`config.mk`:
```
export PLATFORM = sky130hd
export DESIGN_NAME = jesd204b_rx_link_ctrl_flat
export DESIGN_NICKNAME = d
export VERILOG_FILES = /design/src/rtl/jesd204b_rx_link_ctrl_if.sv /design/src/rtl/jesd204b_rx_link_ctrl.sv /design/src/flat_wrapper.sv
export SDC_FILE = /design/constraint.sdc
export NUM_CORES = 1
export LEC_CHECK = 0
export CAP_MARGIN = 20
export CORE_ASPECT_RATIO = 1.25
export CORE_MARGIN = 8
export CORE_UTILIZATION = 25
export DETAILED_ROUTE_END_ITERATION = 8
export PLACE_DENSITY = 0.54
export SYNTH_ARGS = -nofsm -noshare
export SYNTH_HDL_FRONTEND = slang
export SYNTH_SLANG_ARGS = --single-unit
```
`constraint.sdc`:
```
create_clock -name clk -period 3.8 [get_ports clk]
set_input_delay 0.57 -clock clk [delete_from_list [all_inputs] [get_ports clk]]
set_output_delay 0.57 -clock clk [all_outputs]
set_load 0.02 [all_outputs]
```
`src/rtl/jesd204b_rx_link_ctrl_if.sv`:
```
// Link-control signal bundle between the JESD204B lane decoders / link driver and the
// receiver link controller. master = stimulus/driver side, slave = the controller.
interface jesd204b_rx_link_ctrl_if #(
    parameter int LANES = 4
);
    logic             link_en;
    logic [LANES-1:0] lane_mask;
    logic             sysref_i;
    logic             sysref_oneshot;
    logic [LANES-1:0] k_lock_i;
    logic [LANES-1:0] lane_err_i;
    logic [LANES-1:0] sync_b_o;
    logic             lmfc_o;
    logic             sysref_cap_o;
    logic             data_valid_o;
    logic [2:0]       state_o;
    logic [7:0]       resync_cnt_o;

    modport master (
        output link_en, lane_mask, sysref_i, sysref_oneshot, k_lock_i, lane_err_i,
        input  sync_b_o, lmfc_o, sysref_cap_o, data_valid_o, state_o, resync_cnt_o
    );

    modport slave (
        input  link_en, lane_mask, sysref_i, sysref_oneshot, k_lock_i, lane_err_i,
        output sync_b_o, lmfc_o, sysref_cap_o, data_valid_o, state_o, resync_cnt_o
    );
endinterface

```
`src/rtl/jesd204b_rx_link_ctrl.sv`:
```
// JESD204B receiver link-layer controller: LMFC generation with SYSREF alignment and the
// CGS -> WAIT_LMFC -> ILAS -> DATA sequence driving SYNC~ back to the transmitter.
module jesd204b_rx_link_ctrl #(
    parameter int LANES       = 4,
    parameter int LMFC_PERIOD = 32,
    parameter int CGS_HOLD    = 4,
    parameter int ILAS_MF     = 4,
    parameter int ERR_THRESH  = 8
) (
    input  logic                    clk,
    input  logic                    reset,
    jesd204b_rx_link_ctrl_if.slave  lnk
);
    localparam int CW = $clog2(LMFC_PERIOD);
    localparam int GW = $clog2(CGS_HOLD + 1);
    localparam int IW = $clog2(ILAS_MF + 1);
    localparam int EW = $clog2(ERR_THRESH + 1);

    typedef enum logic [2:0] {
        IDLE      = 3'd0,
        CGS       = 3'd1,
        WAIT_LMFC = 3'd2,
        ILAS      = 3'd3,
        DATA      = 3'd4
    } state_e;

    state_e           state_q, state_d;
    logic [CW-1:0]    lmfc_cnt_q, lmfc_cnt_d;
    logic             lmfc_q, lmfc_d;
    logic             sysref_prev_q;
    logic             cap_q, cap_d;
    logic [GW-1:0]    cgs_cnt_q, cgs_cnt_d;
    logic [IW-1:0]    ilas_cnt_q, ilas_cnt_d;
    logic [EW-1:0]    err_cnt_q, err_cnt_d;
    logic [7:0]       resync_q, resync_d;
    logic [LANES-1:0] sync_b_q, sync_b_d;
    logic             dv_q, dv_d;

    logic             sysref_edge;
    logic             realign;
    logic             all_lock;
    logic             any_err;
    logic [EW-1:0]    err_base;
    logic [EW-1:0]    err_next;
    logic             err_hit;
    logic             resync_bump;

    // LMFC counter; a qualifying SYSREF edge forces count 0 on the following cycle.
    always_comb begin
        sysref_edge = lnk.sysref_i & ~sysref_prev_q;
        realign     = sysref_edge & (~cap_q | ~lnk.sysref_oneshot);
        if (realign || (lmfc_cnt_q == CW'(LMFC_PERIOD - 1))) begin
            lmfc_cnt_d = '0;
        end else begin
            lmfc_cnt_d = lmfc_cnt_q + 1'b1;
        end
        lmfc_d = (lmfc_cnt_d == '0);
    end

    // An empty mask never counts as locked so the link cannot come up with no lanes.
    always_comb begin
        all_lock = (|lnk.lane_mask) & (&(lnk.k_lock_i | ~lnk.lane_mask));
        any_err  = |(lnk.lane_err_i & lnk.lane_mask);
        err_base = lmfc_q ? '0 : err_cnt_q;
        err_next = err_base + EW'(any_err);
        err_hit  = (err_next >= EW'(ERR_THRESH));
    end

    always_comb begin
        state_d     = state_q;
        cgs_cnt_d   = '0;
        ilas_cnt_d  = ilas_cnt_q;
        resync_bump = 1'b0;

        if (!lnk.link_en) begin
            state_d = IDLE;
        end else begin
            case (state_q)
                IDLE: begin
                    if (cap_q) state_d = CGS;
                end
                CGS: begin
                    if (all_lock) begin
                        if (cgs_cnt_q == GW'(CGS_HOLD - 1)) state_d = WAIT_LMFC;
                        else cgs_cnt_d = cgs_cnt_q + 1'b1;
                    end
                end
                WAIT_LMFC: begin
                    if (!all_lock) state_d = CGS;
                    else if (lmfc_q) state_d = ILAS;
                end
                ILAS, DATA: begin
                    if (!all_lock || err_hit) begin
                        state_d     = CGS;
                        resync_bump = 1'b1;
                    end else if ((state_q == ILAS) && lmfc_q) begin
                        if (ilas_cnt_q == IW'(ILAS_MF - 1)) state_d = DATA;
                        else ilas_cnt_d = ilas_cnt_q + 1'b1;
                    end
                end
                default: state_d = IDLE;
            endcase
        end

        if (state_d != state_q) begin
            cgs_cnt_d  = '0;
            ilas_cnt_d = '0;
        end

        if ((state_d != state_q) || !((state_q == ILAS) || (state_q == DATA))) begin
            err_cnt_d = '0;
        end else begin
            err_cnt_d = err_next;
        end

        if (resync_bump && (resync_q != 8'hFF)) resync_d = resync_q + 8'd1;
        else resync_d = resync_q;

        // Entering IDLE re-arms SYSREF capture.
        if ((state_d == IDLE) && (state_q != IDLE)) cap_d = 1'b0;
        else cap_d = cap_q | sysref_edge;

        sync_b_d = ((state_d == ILAS) || (state_d == DATA)) ? '1 : '0;
        dv_d     = (state_d == DATA);
    end

    always_ff @(posedge clk) begin
        if (reset) begin
            state_q       <= IDLE;
            lmfc_cnt_q    <= '0;
            lmfc_q        <= 1'b0;
            sysref_prev_q <= 1'b0;
            cap_q         <= 1'b0;
            cgs_cnt_q     <= '0;
            ilas_cnt_q    <= '0;
            err_cnt_q     <= '0;
            resync_q      <= '0;
            sync_b_q      <= '0;
            dv_q          <= 1'b0;
        end else begin
            state_q       <= state_d;
            lmfc_cnt_q    <= lmfc_cnt_d;
            lmfc_q        <= lmfc_d;
            sysref_prev_q <= lnk.sysref_i;
            cap_q         <= cap_d;
            cgs_cnt_q     <= cgs_cnt_d;
            ilas_cnt_q    <= ilas_cnt_d;
            err_cnt_q     <= err_cnt_d;
            resync_q      <= resync_d;
            sync_b_q      <= sync_b_d;
            dv_q          <= dv_d;
        end
    end

    assign lnk.sync_b_o     = sync_b_q;
    assign lnk.lmfc_o       = lmfc_q;
    assign lnk.sysref_cap_o = cap_q;
    assign lnk.data_valid_o = dv_q;
    assign lnk.state_o      = state_q;
    assign lnk.resync_cnt_o = resync_q;
endmodule

```
`src/flat_wrapper.sv`:
```
// flat-port wrapper written by rule: the top's interface ports become plain ports
module jesd204b_rx_link_ctrl_flat 
#(
    parameter int LANES       = 4,
    parameter int LMFC_PERIOD = 32,
    parameter int CGS_HOLD    = 4,
    parameter int ILAS_MF     = 4,
    parameter int ERR_THRESH  = 8
)
  (clk, reset, lnk_link_en, lnk_lane_mask, lnk_sysref_i, lnk_sysref_oneshot, lnk_k_lock_i, lnk_lane_err_i, lnk_sync_b_o, lnk_lmfc_o, lnk_sysref_cap_o, lnk_data_valid_o, lnk_state_o, lnk_resync_cnt_o);
  jesd204b_rx_link_ctrl_if #(.LANES(LANES)) lnk_i ();
  input  logic clk;
  input  logic reset;
  input wire logic [$bits(lnk_i.link_en)-1:0] lnk_link_en;
  input wire logic [$bits(lnk_i.lane_mask)-1:0] lnk_lane_mask;
  input wire logic [$bits(lnk_i.sysref_i)-1:0] lnk_sysref_i;
  input wire logic [$bits(lnk_i.sysref_oneshot)-1:0] lnk_sysref_oneshot;
  input wire logic [$bits(lnk_i.k_lock_i)-1:0] lnk_k_lock_i;
  input wire logic [$bits(lnk_i.lane_err_i)-1:0] lnk_lane_err_i;
  output wire logic [$bits(lnk_i.sync_b_o)-1:0] lnk_sync_b_o;
  output wire logic [$bits(lnk_i.lmfc_o)-1:0] lnk_lmfc_o;
  output wire logic [$bits(lnk_i.sysref_cap_o)-1:0] lnk_sysref_cap_o;
  output wire logic [$bits(lnk_i.data_valid_o)-1:0] lnk_data_valid_o;
  output wire logic [$bits(lnk_i.state_o)-1:0] lnk_state_o;
  output wire logic [$bits(lnk_i.resync_cnt_o)-1:0] lnk_resync_cnt_o;
  assign lnk_i.link_en = lnk_link_en;
  assign lnk_i.lane_mask = lnk_lane_mask;
  assign lnk_i.sysref_i = lnk_sysref_i;
  assign lnk_i.sysref_oneshot = lnk_sysref_oneshot;
  assign lnk_i.k_lock_i = lnk_k_lock_i;
  assign lnk_i.lane_err_i = lnk_lane_err_i;
  assign lnk_sync_b_o = lnk_i.sync_b_o;
  assign lnk_lmfc_o = lnk_i.lmfc_o;
  assign lnk_sysref_cap_o = lnk_i.sysref_cap_o;
  assign lnk_data_valid_o = lnk_i.data_valid_o;
  assign lnk_state_o = lnk_i.state_o;
  assign lnk_resync_cnt_o = lnk_i.resync_cnt_o;
  jesd204b_rx_link_ctrl #(.LANES(LANES), .LMFC_PERIOD(LMFC_PERIOD), .CGS_HOLD(CGS_HOLD), .ILAS_MF(ILAS_MF), .ERR_THRESH(ERR_THRESH)) u_core (.clk(clk), .reset(reset), .lnk(lnk_i));
endmodule
```
# Yosys cells after proc, flatten, opt, wreduce, memory -nomap -nowiden
# Cells that the tools add are included.
[classes]
n_shift = 0
n_bitwise = 16
mux = 16
n_eq_ne = 11
n_lt_le_gt_ge = 1
n_mul = 0
addsub = 5
div = 0
n_reduce_logical = 23
[op_table]
columns = ["op", "count"]
rows = [
  ["$mux W3", 9],
  ["$eq A3 B2 Y1 const B", 5],
  ["$pmux W3 S4", 1],
  ["$add A8 B1 Y8 const B", 1],
  ["$mux W4", 2],
  ["$ne A8 B8 Y1 const B", 1],
  ["$not A1 Y1", 8],
  ["$reduce_or A2 Y1", 4],
  ["$reduce_or A4 Y1", 2],
  ["$add A3 B1 Y3 const B", 2],
  ["$eq A3 B3 Y1 const B", 2],
  ["$logic_not A3 Y1", 2],
  ["$reduce_or A6 Y1", 1],
  ["$add A5 B1 Y5 const B", 1],
  ["$eq A5 B5 Y1 const B", 1],
  ["$logic_not A5 Y1", 1],
  ["$logic_or A1 B1 Y1", 5],
  ["$mux W5", 1],
  ["$reduce_and A5 Y1", 1],
  ["$add A4 B1 Y4", 1],
  ["$and A4 B4 Y4", 1],
  ["$ge A4 B4 Y1 const B", 1],
  ["$not A4 Y4", 1],
  ["$or A4 B4 Y4", 1],
  ["9 further kinds", 17],
]
[word_totals]
register_bits = 34
n_memories = 0
word_cells = 83
ramBits = 0
rom_bits = 0
input_bits = 17
output_inout_bits = 18
latchBits = 0

# Logic depth before layout (Yosys ltp)
[depth]
depth_word = 12
mapped_depth = 10
depth_no_buf = 9

# Worst setup path before layout
# No wires, ideal clock.
[synth_timing]
path_kind = "input port to flip-flop"
from = "input port lnk_lane_err_i[1]"
to = "register u_core.ilas_cnt_q[0]"
required_time_ns = 3.735
n_path_buf = 1
arrival_time_ns = 2.213
slack_ns = 1.522
setup_time_ns = 0.065
stages = 10
cell_sequence = "a22oi_1 nand2_1 ha_1 and3_2 mux2i_1 and3_4 buf_6 mux2i_1 nand4_1 nor2_1"
[synth_via]
elab_chain_len = 10
word_cells_on_any_way = 12
cone_classes = "add/sub (1); order compare (1); eq/ne (1); mux (3); bitwise (2); reduce/logical (4)"
[synth_lines]
columns = ["element", "line_no", "source"]
rows = [
  ["start, declared", "flat_wrapper.sv:19", "input wire logic [$bits(lnk_i.lane_err_i)-1:0] lnk_lane_err_i;"],
  ["$and A4 B4 Y4 *", "jesd204b_rx_link_ctrl.sv:63", "any_err = |(lnk.lane_err_i & lnk.lane_mask);"],
  ["$reduce_or A4 Y1 *", "jesd204b_rx_link_ctrl.sv:63", ""],
  ["$add A4 B1 Y4 *", "jesd204b_rx_link_ctrl.sv:65", "err_next = err_base + EW'(any_err);"],
  ["$ge A4 B4 Y1 *", "jesd204b_rx_link_ctrl.sv:66", "err_hit = (err_next >= EW'(ERR_THRESH));"],
  ["$logic_or A1 B1 Y1 *", "jesd204b_rx_link_ctrl.sv:93", "if (!all_lock || err_hit) begin"],
  ["$mux W3", "jesd204b_rx_link_ctrl.sv:93", ""],
  ["$pmux W3 S4", "jesd204b_rx_link_ctrl.sv:78", "case (state_q)"],
  ["$mux W3", "jesd204b_rx_link_ctrl.sv:75", "if (!lnk.link_en) begin"],
  ["$ne A3 B3 Y1", "jesd204b_rx_link_ctrl.sv:105", "if (state_d != state_q) begin"],
  ["$reduce_or A2 Y1 (no line)", "-", ""],
  ["end signal, assigned", "jesd204b_rx_link_ctrl.sv:147", "ilas_cnt_q <= ilas_cnt_d;"],
  ["end, declared", "jesd204b_rx_link_ctrl.sv:33", "logic [IW-1:0] ilas_cnt_q, ilas_cnt_d;"],
]
# Every way passes the cells marked *; elsewhere a longest branch is shown, timed or not.
# A chain may end at the register's enable or synchronous reset.

# Final worst setup path
[layout_timing]
from = "input port lnk_lane_mask[0]"
to = "register u_core.cap_q, in the netlist u_core.lnk.sysref_cap_o"
[layout_via]
elab_chain_len = 12
word_cells_on_any_way = 19
cone_classes = "add/sub (1); order compare (1); mux (5); bitwise (4); reduce/logical (8)"
[layout_lines]
columns = ["element", "line_no", "source"]
rows = [
  ["start, declared", "flat_wrapper.sv:15", "input wire logic [$bits(lnk_i.lane_mask)-1:0] lnk_lane_mask;"],
  ["branches (longest 7 deep; another with $add A4 B1 Y4)", "-", ""],
  ["$pmux W3 S4 *", "jesd204b_rx_link_ctrl.sv:78", ""],
  ["$mux W3 *", "jesd204b_rx_link_ctrl.sv:75", ""],
  ["$logic_not A3 Y1 *", "jesd204b_rx_link_ctrl.sv:120", "if ((state_d == IDLE) && (state_q != IDLE)) cap_d = 1'b0;"],
  ["$logic_and A1 B1 Y1 *", "jesd204b_rx_link_ctrl.sv:120", ""],
  ["$reduce_or A2 Y1 (no line) *", "-", ""],
  ["end signal, assigned", "jesd204b_rx_link_ctrl.sv:145", "cap_q <= cap_d;"],
  ["end, declared", "jesd204b_rx_link_ctrl.sv:31", "logic cap_q, cap_d;"],
]
# Every way passes the cells marked *.

==> impl_metrics.ini <==
[global_routing]
antenna_found_initial = 0
grt_usage_pct = 8.75
grt_pass1_wl_um = 7190
grt_max_degree = 19
grt_overflow = 0
grt_pass1_vias = 1606

[timing]
max-slew-margin-rel_pct = 53.5
max_freq_mhz = 372
fin_crit_sh_pct = 70.8
skew_ps = 3.78
setup_viol = 0
drv_slew = 0
fin_setup_tns_ps = 0
rsz0062_at_grt = false
min_period_ps = 2690
hold_viol = 0
worst_pin_slew_ps = 695

[synthesis]
synthTopCellsByCount = 31 x dfxtp_1, 29 x nor2_1, 14 x nand2_1
syn_area_um2 = 1780
ys_warn_count = 0
synthDistinctLibCells = 54
synth_flop_cell = dfxtp_1
synth_area_leaders = dfxtp_1 35%, ha_1 6.3%, nor2_1 6.1%, xnor2_1 4.9%, nand2_1 3.0%
yosysSeqAreaShare_pct = 34.9
syn_area_per_cell_um2 = 8.72
syn_inst = 204
yosys.area.top_type = dfxtp_1
yosysMostFrequentCell = dfxtp_1
synth_edf_count = 0
ys_seq_elements = 31
synth_top_area_share_pct = 34.9
syn_nets = 230
async_flop_share_pct = 0

[pwr]
power_per_cell_area_nw_per_um2 = 332
power_uw = 757
vdd_drop_max_mv = 0.228
total_leakage_power_uw = 0.000839

[setup_path]
start_kind = input pin
endpoint_kind = register
cpMaxStageDelayCell = clkdlybuf4s50_1
max_stage_delay_ps = 450
crit_type = in2reg
cpMostUsedCell = nand2_1
crit_arrival_ps = 2890
required_ps = 4000
path_cells = clkdlybuf4s50_1, a22oi_1, nand2_1, ha_1, and3_2, mux2i_1, and3_4, nand2_1, a211o_1, a41oi_1
crit_fanout = 12

[detailed_routing]
wl_um = 4120
vias_per_cell = 4.56
wl_per_cell_um = 12.6
drt_iter0_markers = 68
firstDrtPassIters = 4
drc = 0
detail-route-antenna-nets = 0
vias = 1486

[placement]
dp_hpwl_um = 3200
port_buffers = 34
dpl_cell_area_um2 = 2160
routabilityCongestion = 0.766

[clock_tree]
htree_levels = 2
cts.sinks = 31
cts_tree = built
post_cts_resized = 0
cts_made_buffers = 5
post-cts-setup-buffers = 0
insertion_delay_ps = 280
root_buffer = clkbuf_8
postCtsHoldBufs = 0
path_clk_slew_ps = 70
clk_path_buf_depth = 2

[cells_and_area]
syn2layout_area_growth_pct = 27.9
antenna_cells = 0
layout.nets = 261
fin_area_um2 = 2280
drive_above_1_share_pct = 10.2

[run_status]
status = completed

[min_path]
min_path_type = reg2reg

[die]
die_w_um = 91.5
rows = 34
fp.dieH_um = 110
ioPinCount = 35
start_util_pct = 25.7
coreArea_um2 = 6930
dieArea_um2 = 10100

[run]
drv_cap = 0
==> power breakdown <==
group | internal, uW | leakage, uW | switching (uW)
sequential | 331 | 0.000251 | 10.2
clock | 212 | 0.0000612 | 126
combinational | 40.0 | 0.000527 | 37.7
total | 583 | 0.000839 | 174
==> final timing paths <==
path	startpoint	end	slack [ps]	depth (start not counted)
worst max-delay path	lnk_lane_mask[0]	u_core.lnk.sysref_cap_o	1110	10
worst min-delay path	u_core.cgs_cnt_q[0]	u_core.cgs_cnt_q[0]	420	1
worst min register to register	u_core.cgs_cnt_q[0]	u_core.cgs_cnt_q[0]	420	1
worst max register to register	u_core.lnk.lmfc_o	u_core.lnk.sysref_cap_o	1400	8
==> cell families (layout without fill, tap and decap cells) <==
kind of cell / Yosys count / count (layout) / share of synthesized area (%)
simple gates: 93 / 93 / 28.9
flops: 31 / 31 / 34.9
compound gates: 30 / 30 / 13.4
buf+inv: 21 / 53 / 6.47
xor+xnor: 14 / 14 / 6.89
fa+ha+maj: 9 / 9 / 6.33
mux: 5 / 5 / 2.88
other cells: 1 / 1 / 0.211
==> critical path, delay by kind of cell <==
kind / cells / cell delay [ps]
adders and majority gates: 1 / 220
and+or+nand+nor: 4 / 730
buffers and inverters: 1 / 450
AOI/OAI and AO/OA: 3 / 660
muxes: 1 / 260
==> registers in the layout (all words and copies together) (netlist names) <==
name / flops
u_core.cgs_cnt_q: 3
u_core.err_cnt_q: 4
u_core.ilas_cnt_q: 3
u_core.lmfc_cnt_q: 5
u_core.lnk.data_valid_o: 1
u_core.lnk.lmfc_o: 1
u_core.lnk.resync_cnt_o: 8
u_core.lnk.state_o: 3
u_core.lnk.sync_b_o: 1
u_core.lnk.sysref_cap_o: 1
u_core.sysref_prev_q: 1
==> stage by stage <==
| step | instances | setup slack [ps] | hold slack, ps | utilization, % |
|---|---|---|---|---|
| 2_1_floorplan | 204 | 1520 | 399 | - |
| 3_3_place_gp | 318 | 873 | 410 | 31.1 |
| 3_5_place_dp | 318 | 804 | 421 | 31.1 |
| 4_1_cts | 326 | 1090 | 431 | 32.8 |
| 5_1_grt | 326 | 909 | 453 | 32.8 |
| 6_report | 326 | 1110 | 420 | 32.8 |
==> cells in the final DEF, fill, tap and decap left out, types with 2 or more instances in the layout <==
cell type | netlist | routed
nand2_1 | 14 | 14
nor2_1 | 29 | 29
mux2i_1 | 4 | 4
inv_1 | 11 | 11
xor2_1 | 4 | 4
clkbuf_8 | 0 | 6
nor2b_1 | 8 | 8
and4_1 | 2 | 2
o21ai_0 | 5 | 5
clkdlybuf4s50_1 | 0 | 34
nand3_1 | 8 | 8
xnor2_1 | 10 | 10
a22oi_1 | 2 | 2
nor3_1 | 7 | 7
nand2b_1 | 3 | 3
nand3b_1 | 2 | 2
nor3b_1 | 2 | 2
dfxtp_1 | 31 | 31
nand4_1 | 5 | 5
ha_1 | 9 | 9
a21oi_1 | 8 | 8
==> final cells by class <==
| type | instances | area (um2) |
|---|---|---|
| fillers | 726 | 4660 |
| flip-flops and latches | 31 | 621 |
| multi-input cells | 152 | 1040 |
| repair buffers | 34 | 340 |
| clock buffers | 6 | 82.6 |
| clock inverters | 2 | 35.0 |
| inverters | 11 | 41.3 |
| well taps | 90 | 113 |
==> metal layers <==
metal / track usage, % / wire (um) / part of all wire [%]
met5: 0 / 0 / 0
met4: 3.63 / 61 / 1.5
met3: 2.17 / 151 / 3.7
met2: 17.3 / 2280 / 55
met1: 8.43 / 1620 / 39
(Power assumes the default switching activity.)
